File: config.mk
export PLATFORM = sky130hd
export DESIGN_NAME = frame_sequencer
export DESIGN_NICKNAME = d
export VERILOG_FILES = /design/src/rtl/frame_sequencer.sv
export SDC_FILE = /design/constraint.sdc
export NUM_CORES = 1
export LEC_CHECK = 0
export BUFFER_PORTS_ARGS = -buffer_cell sky130_fd_sc_hd__buf_2
export CORE_MARGIN = 2
export CORE_UTILIZATION = 60
export CTS_BUF_LIST = sky130_fd_sc_hd__clkbuf_8
export CTS_CLUSTER_DIAMETER = 150
export DETAILED_ROUTE_END_ITERATION = 12
export GPL_ROUTABILITY_DRIVEN = 0
export GPL_TIMING_DRIVEN = 1
export PLACE_DENSITY = 0.79
export SLEW_MARGIN = 30
export SYNTH_ARGS = -nofsm -noshare
export SYNTH_HDL_FRONTEND = slang
export SYNTH_SLANG_ARGS = --single-unit
File: constraint.sdc
create_clock -name clk -period 7.9 [get_ports clk]
set_input_delay 0 -clock clk [delete_from_list [all_inputs] [get_ports clk]]
set_output_delay 0 -clock clk [all_outputs]
set_load 0.005 [all_outputs]
File: src/rtl/frame_sequencer.sv
// Frame select sequencer for the LED panel frame store.
// Advances frames only on full-panel refresh boundaries.
module frame_sequencer #(
  parameter int N_FRAMES = 15,
  parameter int HOLD_W   = 16
) (
  input  logic              clk,
  input  logic              rst_n,
  input  logic              enable,
  input  logic [1:0]        mode,
  input  logic [HOLD_W-1:0] hold_count,
  input  logic              refresh_done,
  input  logic              step,
  input  logic              restart,
  output logic [7:0]        frame_num,
  output logic              frame_tick,
  output logic              done,
  output logic              active
);

  typedef enum logic [1:0] {
    S_IDLE,
    S_RUN,
    S_DONE
  } state_t;

  localparam logic [7:0] LAST = 8'(N_FRAMES - 1);

  state_t            state, state_n;
  logic [7:0]        frame_n;
  logic              dir, dir_n;
  logic [HOLD_W-1:0] hold_cnt, hold_n;
  logic              restart_pend, rp_n;
  logic              step_pend, sp_n;
  logic              tick_n;

  logic [7:0]        adv_frame;
  logic              adv_dir;
  logic              adv_fin;
  logic              restart_eff;
  logic              step_eff;
  logic [HOLD_W:0]   cnt_inc;
  logic [HOLD_W:0]   target;
  logic              hit;

  // dir: 0 = counting up, 1 = counting down
  always_comb begin
    adv_frame = frame_num;
    adv_dir   = dir;
    adv_fin   = 1'b0;
    unique case (mode)
      2'b00: begin
        adv_frame = (frame_num == LAST) ? 8'd0 : frame_num + 8'd1;
        if (adv_frame == 8'd0)
          adv_dir = 1'b0;
      end
      2'b01: begin
        if (!dir) begin
          if (frame_num != LAST)
            adv_frame = frame_num + 8'd1;
          else if (LAST != 8'd0) begin
            adv_frame = frame_num - 8'd1;
            adv_dir   = 1'b1;
          end
        end else begin
          if (frame_num != 8'd0)
            adv_frame = frame_num - 8'd1;
          else if (LAST != 8'd0) begin
            adv_frame = 8'd1;
            adv_dir   = 1'b0;
          end
        end
      end
      2'b10: begin
        if (frame_num != LAST)
          adv_frame = frame_num + 8'd1;
        adv_fin = (adv_frame == LAST);
      end
      2'b11: begin
      end
    endcase
  end

  assign restart_eff = restart | restart_pend;
  assign step_eff    = step | step_pend;
  assign cnt_inc     = {1'b0, hold_cnt} + {{HOLD_W{1'b0}}, 1'b1};
  assign target      = (hold_count == '0) ? {{HOLD_W{1'b0}}, 1'b1}
                                          : {1'b0, hold_count};
  assign hit         = (cnt_inc >= target);

  always_comb begin
    state_n = state;
    frame_n = frame_num;
    dir_n   = dir;
    hold_n  = hold_cnt;
    rp_n    = restart_eff;
    sp_n    = step_eff;
    tick_n  = 1'b0;
    unique case (state)
      S_IDLE:  if (enable) state_n = S_RUN;
      S_RUN:   if (!enable) state_n = S_IDLE;
      default: state_n = state;
    endcase
    if (refresh_done) begin
      rp_n = 1'b0;
      sp_n = 1'b0;
      if (restart_eff) begin
        frame_n = 8'd0;
        dir_n   = 1'b0;
        hold_n  = '0;
        state_n = S_IDLE;
        tick_n  = 1'b1;
      end else if (mode == 2'b11) begin
        hold_n = '0;
        sp_n   = step_eff;
      end else if ((step_eff && state == S_IDLE) ||
                   (state == S_RUN && hit)) begin
        if (state == S_RUN)
          hold_n = '0;
        frame_n = adv_frame;
        dir_n   = adv_dir;
        tick_n  = 1'b1;
        if (adv_fin)
          state_n = S_DONE;
      end else if (state == S_RUN) begin
        hold_n = cnt_inc[HOLD_W-1:0];
      end
    end
  end

  always_ff @(posedge clk) begin
    if (!rst_n) begin
      state        <= S_IDLE;
      frame_num    <= 8'd0;
      dir          <= 1'b0;
      hold_cnt     <= '0;
      restart_pend <= 1'b0;
      step_pend    <= 1'b0;
      frame_tick   <= 1'b0;
      done         <= 1'b0;
      active       <= 1'b0;
    end else begin
      state        <= state_n;
      frame_num    <= frame_n;
      dir          <= dir_n;
      hold_cnt     <= hold_n;
      restart_pend <= rp_n;
      step_pend    <= sp_n;
      frame_tick   <= tick_n;
      done         <= (state_n == S_DONE);
      active       <= (state_n == S_RUN);
    end
  end

endmodule
==> results.md, run 1 <==
- Status: finished clean
- Vias in the first global route: 2,403
- Final min period: 3.671 ns
- Footprint of the multi-input gates: 1861 um2
- CP peak stage delay: 0.60 ns
- WL/cell: 14.21 um
- Hold WC Path Type: input pin to flop
- CP max stage cell: nor3_4
- Final Power: 332.4 uW
- Crit-path cells: nand4_1 -> nor2_1 -> and2_0 -> nand3_1 -> xnor2_1 -> ha_1 -> nand3_1 -> nor4_1 -> a2111oi_0 -> nand3_1 -> nor3_4 -> o21ai_0 -> a21boi_0
- Top post-synthesis cells by area: dfxtp_1, ha_1, xnor2_1
- Vias/cell: 5.998
- Lkg Pwr: 1.271 nW
- CP Capture Type: flop
- Slew Viols, Final: 0
- Worst-Skew Late Latency: 0.28 ns
- Slew headroom: 53.17%
- Final net count: 417
- Synthesized instance count: 341
- Number of diodes: 0
- CP arrival: 3.88 ns
- Tightest Pin Transition: 0.7024 ns
- Min-delay src: restart
- Distinct cells, synth: 56
- FF-to-FF path depth: 13
- CP delay by family, top: simple AND/OR/NAND/NOR gates
- Post-cts sizing count: 0
- Net Count, Synth: 390
- Largest net degree at the start of global routing: 29
- Hold path depth: 3
- Clock Skews: 0.005457 ns
- Clock Sinks: 32
- Fin util: 68.00%
- Die area: 5008 um2
- Final Hold Viols: 0
- GRT Util Overall: 25.40%
- Maximum clock path buffer count: 2
- Average cell area after synthesis: 7.845 um2
- Yosys Warn Count: 0
- Register area share after synthesis: 23.95%
- Clock transition at path regs: 0.06 ns
- Power per Cell Area: 113.1 nW/um2
- First-pass GRT wire length: 10,510 um
- Worst r2r src: hold_cnt[4]
- Initial Utilization: 61.86%
- Synth area leader: dfxtp_1
- First drt pass iteration count: 4
- Post-synth EDFFs: 0
- Dpl hpwl: 4517 um
- Share of the synthesized area in the top cell type: 23.95%
- Register Area: 640.6 um2
- RR Endpoint: hold_cnt[4]
- #FFs+latches synth: 32
- Remaining global-route overflow: 0
- Crit path buffers/inverters: 0
- Final Setup Violations: 0
- Die Ht: 70.77 um
- Port-buffer cells: 34
- Detail Route Antenna Nets: 0
- Final WL: 5982 um
- Initial antenna violation count: 0
- Critical Path RT: 8.11 ns
- CTS tree: built
- RSZ-0062 raised after global routing: false
- Clock Tree Root: clkbuf_8
- CTS buffer count: 5
- Max Cap Viol: 0
- CORE AREA: 4324 um2
- WS Path Type: flop to flop
- Top-Level Pins: 35
- Layout area overhead: 9.916%
- Initial drt markers: 164
- R2r setup slk: 4.23 ns
- VDD IR-drop max: 0.0001253 V
- Worst Setup Start Kind: flop
- Crit share post-route: 46.47%
- Cell repeated most along the worst path: nand3_1
- DR vias: 2,525
- Worst Hold Path EP: restart_pend
- Mapped Area: 2675 um2
- Layout filler cell count: 397
- Post-synth ARST share: 0%
- Cell Rows: 24
- Share of layout cells above drive strength 1: 13.82%
- Fmax achieved: 272.4 MHz
- TNS Setup: 0 ns
- DRC Markers: 0
- Max FO, Critical Path: 17
- Top FF cell, synth: dfxtp_1
- H-tree Lvls: 2
- Die W: 70.77 um
[per-stage QoR]
| stage | instances | setup slack (ns) | hold WS (ns) | area (um2) |
|---|---|---|---|---|
| floorplan | 341 | 4.841 | 0.07615 | 2675 |
| global placement | 411 | 4.170 | 0.2088 | 2814 |
| detailed placement | 411 | 4.029 | 0.2271 | 2818 |
| CTS | 421 | 3.987 | 0.1004 | 2928 |
| global route | 421 | 3.783 | 0.1611 | 2940 |
| finish | 421 | 4.229 | 0.1156 | 2940 |
[layer usage]
metal  share of wire (%)  wire length, um  vias up  GRT usage (%)
li1                    -                -     1279              -
met1                  49             2937     1197          35.13
met2                  47             2816       43          41.33
met5                   0                0        -              0
met4                0.60               36        0          5.870
met3                 3.2              191        6          4.701
[cells by family after synthesis]
logic type / share of synthesized area (%)
adder cells (fa/ha/maj): 11.69
buffers and inverters: 7.109
multiplexers: 2.994
AND/OR/NAND/NOR: 29.47
flip-flops: 23.95
AO/OA/AOI/OAI: 17.59
XOR/XNOR: 7.203
[power by group]
part           total (mW)  internal (mW)  switching (mW)  leakage [nW]
combinational      0.0431         0.0172          0.0258         0.959
clock               0.125         0.0684          0.0568        0.0538
sequential          0.164          0.163         0.00115         0.259
total               0.332          0.249          0.0838          1.27
[area by class of cell]
type,instances,area share (%)
multi-input cells,268,63.28
flip-flops and latches,32,21.79
repair buffers,36,6.468
inverters,25,3.191
clock buffers,6,2.809
well taps,52,2.213
clock inverters,2,0.2553
[cells in the mapped netlist, drive strengths merged, types with 8 or more instances]
cell type  instances
nand2             34
a22oi             12
nor2              16
o21ai             17
nand3             24
clkbuf             9
nor3               8
inv               25
mux2i              8
nor2b             20
dfxtp             32
ha                25
nand4              8
xnor2             17
a21oi             14
[worst max-delay path by stage]
stage                 from           end  cells after the start
2_1_floorplan  hold_cnt[0]   hold_cnt[4]                     14
3_3_place_gp   hold_cnt[4]  frame_num[6]                     13
3_5_place_dp   hold_cnt[4]  frame_num[6]                     13
4_1_cts        hold_cnt[4]  frame_num[6]                     13
5_1_grt        hold_cnt[4]   hold_cnt[4]                     13
6_report       hold_cnt[4]   hold_cnt[4]                     13
[worst min-delay path, cell delays in order]
cell and delay, ns:
buf_2 0.08, nor2_1 0.09, nor3b_1 0.17
[registers in the layout (all words and copies together), names as in the netlist]
register / count
restart_pend: 1
frame_num: 8
active: 1
frame_tick: 1
done: 1
dir: 1
hold_cnt: 16
step_pend: 1
state: 2
[cell usage in the layout, fill, tap and decap left out, types with 2 or more instances in the layout]
cell type,n
nand2_1,34
buf_2,34
dfxtp_1,32
inv_1,26
ha_1,25
nand3_1,24
nor2b_1,20
xnor2_1,17
o21ai_0,16
nor2_1,15
a21oi_1,14
a22oi_1,12
nand4_1,8
mux2i_1,8
nor3_1,6
clkbuf_8,6
nor4_1,5
xor2_1,5
o211ai_1,5
and3_1,4
nand2b_1,4
nor3b_1,4
and2_1,3
and4_1,3
or2_2,2
o2111ai_1,2
or3_1,2
a21boi_0,2
nand4b_1,2
a311o_1,2
dlygate4sd3_1,2
[repair_timing]
action / 4_1_cts / 5_1_grt
hold buffers: 2 / 0
setup buffers: 0 / 0
endpoints found under the hold margin: 2 / 0
Power figures use the tool's default switching activity.
==> inputs of run 2 (changes only) <==
ABC_AREA = 1   (was unset)
CORE_UTILIZATION = 55   (was 60)
PLACE_DENSITY = 0.76   (was 0.79)
clock period = 3.15 ns   (was 7.9 ns; I/O delays follow)
==> run 2 against run 1 <==
- synthesized area rose by 6.1%
- core utilization shrank 4.6 points
- global-route usage decreased by 1.7 points
- sequential share of layout area is 1.7 points lower
- critical endpoint is now hold_cnt[13]
- flip-flop and latch count is the same
- design area rose by 8.6%
- worst hold slack worse by 0.10 ns
- via count grew 12%
- largest power group unchanged
- total power grew to 3.1 times the previous value
- register-to-register slack worse by 4.0 ns
==> results.md, run 2 <==
- Status: finished clean (unchanged)
- Largest register by flop count: hold_cnt (unchanged)
- VDD IR-drop max: 0.0004291 V (was 0.0001253 V)
- Top Layer Used: met4 (unchanged)
- Final net count: 520 (was 417)
- Clock power frac: 28.9% (was 37.7%)
- Register Area: 643.1 um2 (was 640.6 um2)
- RSZ-0062 raised after global routing: true (was false)
- Fin area: 3194 um2 (was 2940 um2)
- Cts-stage hold buffer count: 0 (was 2)
- Initial antenna violation count: 0 (unchanged)
- WS Path Type: flop to flop (unchanged)
- Max FO, Critical Path: 16 (was 17)
- Top Registers: hold_cnt x16, frame_num x8, state x2 (unchanged)
- GRT Util Overall: 23.73% (was 25.40%)
- Die Ht: 75.83 um (was 70.77 um)
- WL/cell: 12.16 um (was 14.21 um)
- Crit path buffers/inverters: 1 (was 0)
- Slew Viols, Final: 0 (unchanged)
- Share of layout cells above drive strength 1: 16.99% (was 13.82%)
- H-tree Lvls: 2 (unchanged)
- Hold WC Path Type: input pin to flop (unchanged)
- Max reg flops: 16 (unchanged)
- Clock Skews: 0.007861 ns (was 0.005457 ns)
- TNS Setup: 0 ns (unchanged)
- CP delay by family, top: simple AND/OR/NAND/NOR gates (unchanged)
- Cell Int Power: 667.9 uW (was 248.6 uW)
- Synthesized instance count: 437 (was 341)
- Distinct cells, synth: 45 (was 56)
- R2r setup slk: 0.21 ns (was 4.23 ns)
- First drt pass iteration count: 5 (was 4)
- CP arrival: 3.09 ns (was 3.88 ns)
- Average cell area after synthesis: 6.494 um2 (was 7.845 um2)
- DR vias: 2,839 (was 2,525)
- CP max stage cell: dfxtp_2 (was nor3_4)
- Tightest Pin Transition: 0.6368 ns (was 0.7024 ns)
- Most common cell in the netlist: nand2_1 (unchanged)
- CORE AREA: 5042 um2 (was 4324 um2)
- Die W: 75.83 um (was 70.77 um)
- Cell Rows: 26 (was 24)
- Sequential Power Share: 43.4% (was 49.4%)
- Maximum clock path buffer count: 2 (unchanged)
- Initial Utilization: 56.28% (was 61.86%)
- Worst Setup Start Kind: flop (unchanged)
- DR WL met2: 2960 um (was 2816 um)
- Synth area leader: dfxtp_1 (unchanged)
- Top-Level Pins: 35 (unchanged)
- Yosys Warn Count: 0 (unchanged)
- Final min period: 2.937 ns (was 3.671 ns)
- Vias in the first global route: 2,319 (was 2,403)
- Most frequent cells in the layout: nand2_1, inv_1, nor2_1 (was nand2_1, buf_2, dfxtp_1)
- Power per Cell Area: 318.5 nW/um2 (was 113.1 nW/um2)
- Pre-CTS WS: 0.01655 ns (was 4.029 ns)
- DR WL met3: 388 um (was 191 um)
- DRC Markers: 0 (unchanged)
- CP Launch Point: hold_cnt[0] (was hold_cnt[4])
- Top post-synthesis cells by area: dfxtp_1, nand2_1, ha_1 (was dfxtp_1, ha_1, xnor2_1)
- Dpl hpwl: 5060 um (was 4517 um)
- Layout filler cell count: 477 (was 397)
- Detail Route Antenna Nets: 0 (unchanged)
- Port-buffer cells: 34 (unchanged)
- Layout area overhead: 12.57% (was 9.916%)
- Lkg Pwr: 1.583 nW (was 1.271 nW)
- CTS buffer count: 5 (unchanged)
- Max Cap Viol: 0 (unchanged)
- Final WL: 6578 um (was 5982 um)
- Final Setup Violations: 0 (unchanged)
- #FFs+latches synth: 32 (unchanged)
- Fmax achieved: 340.5 MHz (was 272.4 MHz)
- Post-synth ARST share: 0% (unchanged)
- Remaining global-route overflow: 0 (unchanged)
- Switch share: 34.35% (was 25.22%)
- Stages on worst setup path: 20 (was 13)
- Footprint of the multi-input gates: 1962 um2 (was 1861 um2)
- Slew headroom: 57.41% (was 53.17%)
- Post-synth EDFFs: 0 (unchanged)
- Register area share after synthesis: 22.57% (was 23.95%)
- Crit-path cells: ha_1 -> nand2_1 -> nor2_4 -> nand3_2 -> nor2_4 -> nand2_1 -> xor2_2 -> ha_1 -> nand2_1 -> nor2_2 -> nand2_1 -> a21oi_1 -> nor2_1 -> nand2_1 -> nand2_1 -> nand2_2 -> nand2_1 -> buf_4 -> nand3_1 -> a21oi_1 (was nand4_1 -> nor2_1 -> and2_0 -> nand3_1 -> xnor2_1 -> ha_1 -> nand3_1 -> nor4_1 -> a2111oi_0 -> nand3_1 -> nor3_4 -> o21ai_0 -> a21boi_0)
- CTS tree: built (unchanged)
- Setup slack after layout: 0.2131 ns (was 4.229 ns)
- Clock Sinks: 32 (unchanged)
- CP Capture Type: flop (unchanged)
- Critical Path RT: 3.30 ns (was 8.11 ns)
- Logic pwr share: 27.7% (was 13.0%)
- Clock transition at path regs: 0.07 ns (was 0.06 ns)
- Final Hold Viols: 0 (unchanged)
- Share of the synthesized area in the top cell type: 22.57% (was 23.95%)
- Vias/cell: 5.248 (was 5.998)
- Cell repeated most along the worst path: nand2_1 (was nand3_1)
- Number of diodes: 0 (unchanged)
- Initial drt markers: 232 (was 164)
- Most common library cells after synthesis: nand2_1, inv_1, nor2_1 (was nand2_1, dfxtp_1, ha_1)
- Setup crit end: hold_cnt[13] (was hold_cnt[4])
- Placed inst area: 3052 um2 (was 2818 um2)
- Routed met1 length: 3175 um (was 2937 um)
- RR Endpoint: hold_cnt[13] (was hold_cnt[4])
- Crit share post-route: 93.24% (was 46.47%)
- CP peak stage delay: 0.36 ns (was 0.60 ns)
- P_sw: 349.5 uW (was 83.82 uW)
- Top FF cell, synth: dfxtp_1 (unchanged)
- Most common cell after layout, fill and taps aside: nand2_1
- Die area: 5750 um2 (was 5008 um2)
- Worst-Skew Late Latency: 0.28 ns (about the same)
- Clock Tree Root: clkbuf_8 (unchanged)
- First-pass GRT wire length: 10,520 um (was 10,510 um)
- Net Count, Synth: 486 (was 390)
- Worst r2r src: hold_cnt[0] (was hold_cnt[4])
- Largest net degree at the start of global routing: 20 (was 29)
- Mapped Area: 2838 um2 (was 2675 um2)
- FF-to-FF path depth: 20 (was 13)
-- run 2: power by group through the flow --
| stage | Sequential [mW] | Clock, mW | Combinational (mW) |
|---|---|---|---|
| 2_1_floorplan | 0.443 | 0 | 0.206 |
| 3_3_place_gp | 0.451 | 0 | 0.263 |
| 3_5_place_dp | 0.451 | 0 | 0.268 |
| 4_1_cts | 0.441 | 0.298 | 0.271 |
| 5_1_grt | 0.445 | 0.316 | 0.317 |
| 6_report | 0.442 | 0.294 | 0.282 |
-- run 2: timing repair --
item,4_1_cts,5_1_grt
cloned,0,2
gates resized for setup,1,12
pin swaps,0,2
endpoints found under the setup margin,7,30
setup buffers,0,0
-- run 2: per-layer routing --
metal	track usage, %	vias up
li1	-	1480
met2	36.02	86
met1	34.48	1266
met3	5.159	7
met4	4.873	0
met5	0	-
-- run 2: per-stage QoR --
step / hold WS, ns / power (mW) / utilization (%) / cells
after floorplan: 0.2017 / 0.6489 / - / 437
after CTS: 0.004760 / 1.010 / 62.16 / 539
after global routing: 0.02097 / 1.077 / 63.35 / 541
after detailed placement: 0.3014 / 0.7187 / 60.52 / 532
after global placement: 0.3000 / 0.7135 / 60.52 / 532
final: 0.01152 / 1.017 / 63.35 / 541
-- run 2: worst min path at each step --
stage,startpoint,endpoint,slack [ns],cells past startpoint
after global placement,refresh_done,restart_pend,0.30,2
after floorplan,rst_n,hold_cnt[1],0.20,2
after CTS,refresh_done,restart_pend,0.005,2
after detailed placement,refresh_done,restart_pend,0.30,2
after global routing,refresh_done,restart_pend,0.02,2
final,refresh_done,restart_pend,0.01,2
-- run 2: cell type report --
cell class,count,area share (%)
clock buffer,5,2.154
clock inverter,2,0.2742
inverter,60,7.246
multi-input combinational,335,61.42
sequential,32,20.13
tap,70,2.742
timing repair buffer,37,6.032
-- run 2: cells by family (layout without fill, tap and decap cells) --
logic type	Yosys count	after routing	share of synthesized area [%]
fa+ha+maj	25	25	11.02
simple gates	229	231	37.79
compound gates	59	59	11.42
buf+inv	72	104	10.49
xor+xnor	20	20	6.702
flops	32	32	22.57
-- run 2: worst reg2reg max path: stages, from the launching register on --
cell     delay (ns)
dfxtp_2        0.36
ha_1           0.19
nand2_1        0.10
nor2_4         0.15
nand3_2        0.12
nor2_4         0.14
nand2_1        0.09
xor2_2         0.17
ha_1           0.31
nand2_1        0.07
nor2_2         0.12
nand2_1        0.11
a21oi_1        0.16
nor2_1         0.05
nand2_1        0.08
nand2_1        0.06
nand2_2        0.10
nand2_1        0.06
buf_4          0.20
nand3_1        0.10
a21oi_1        0.07
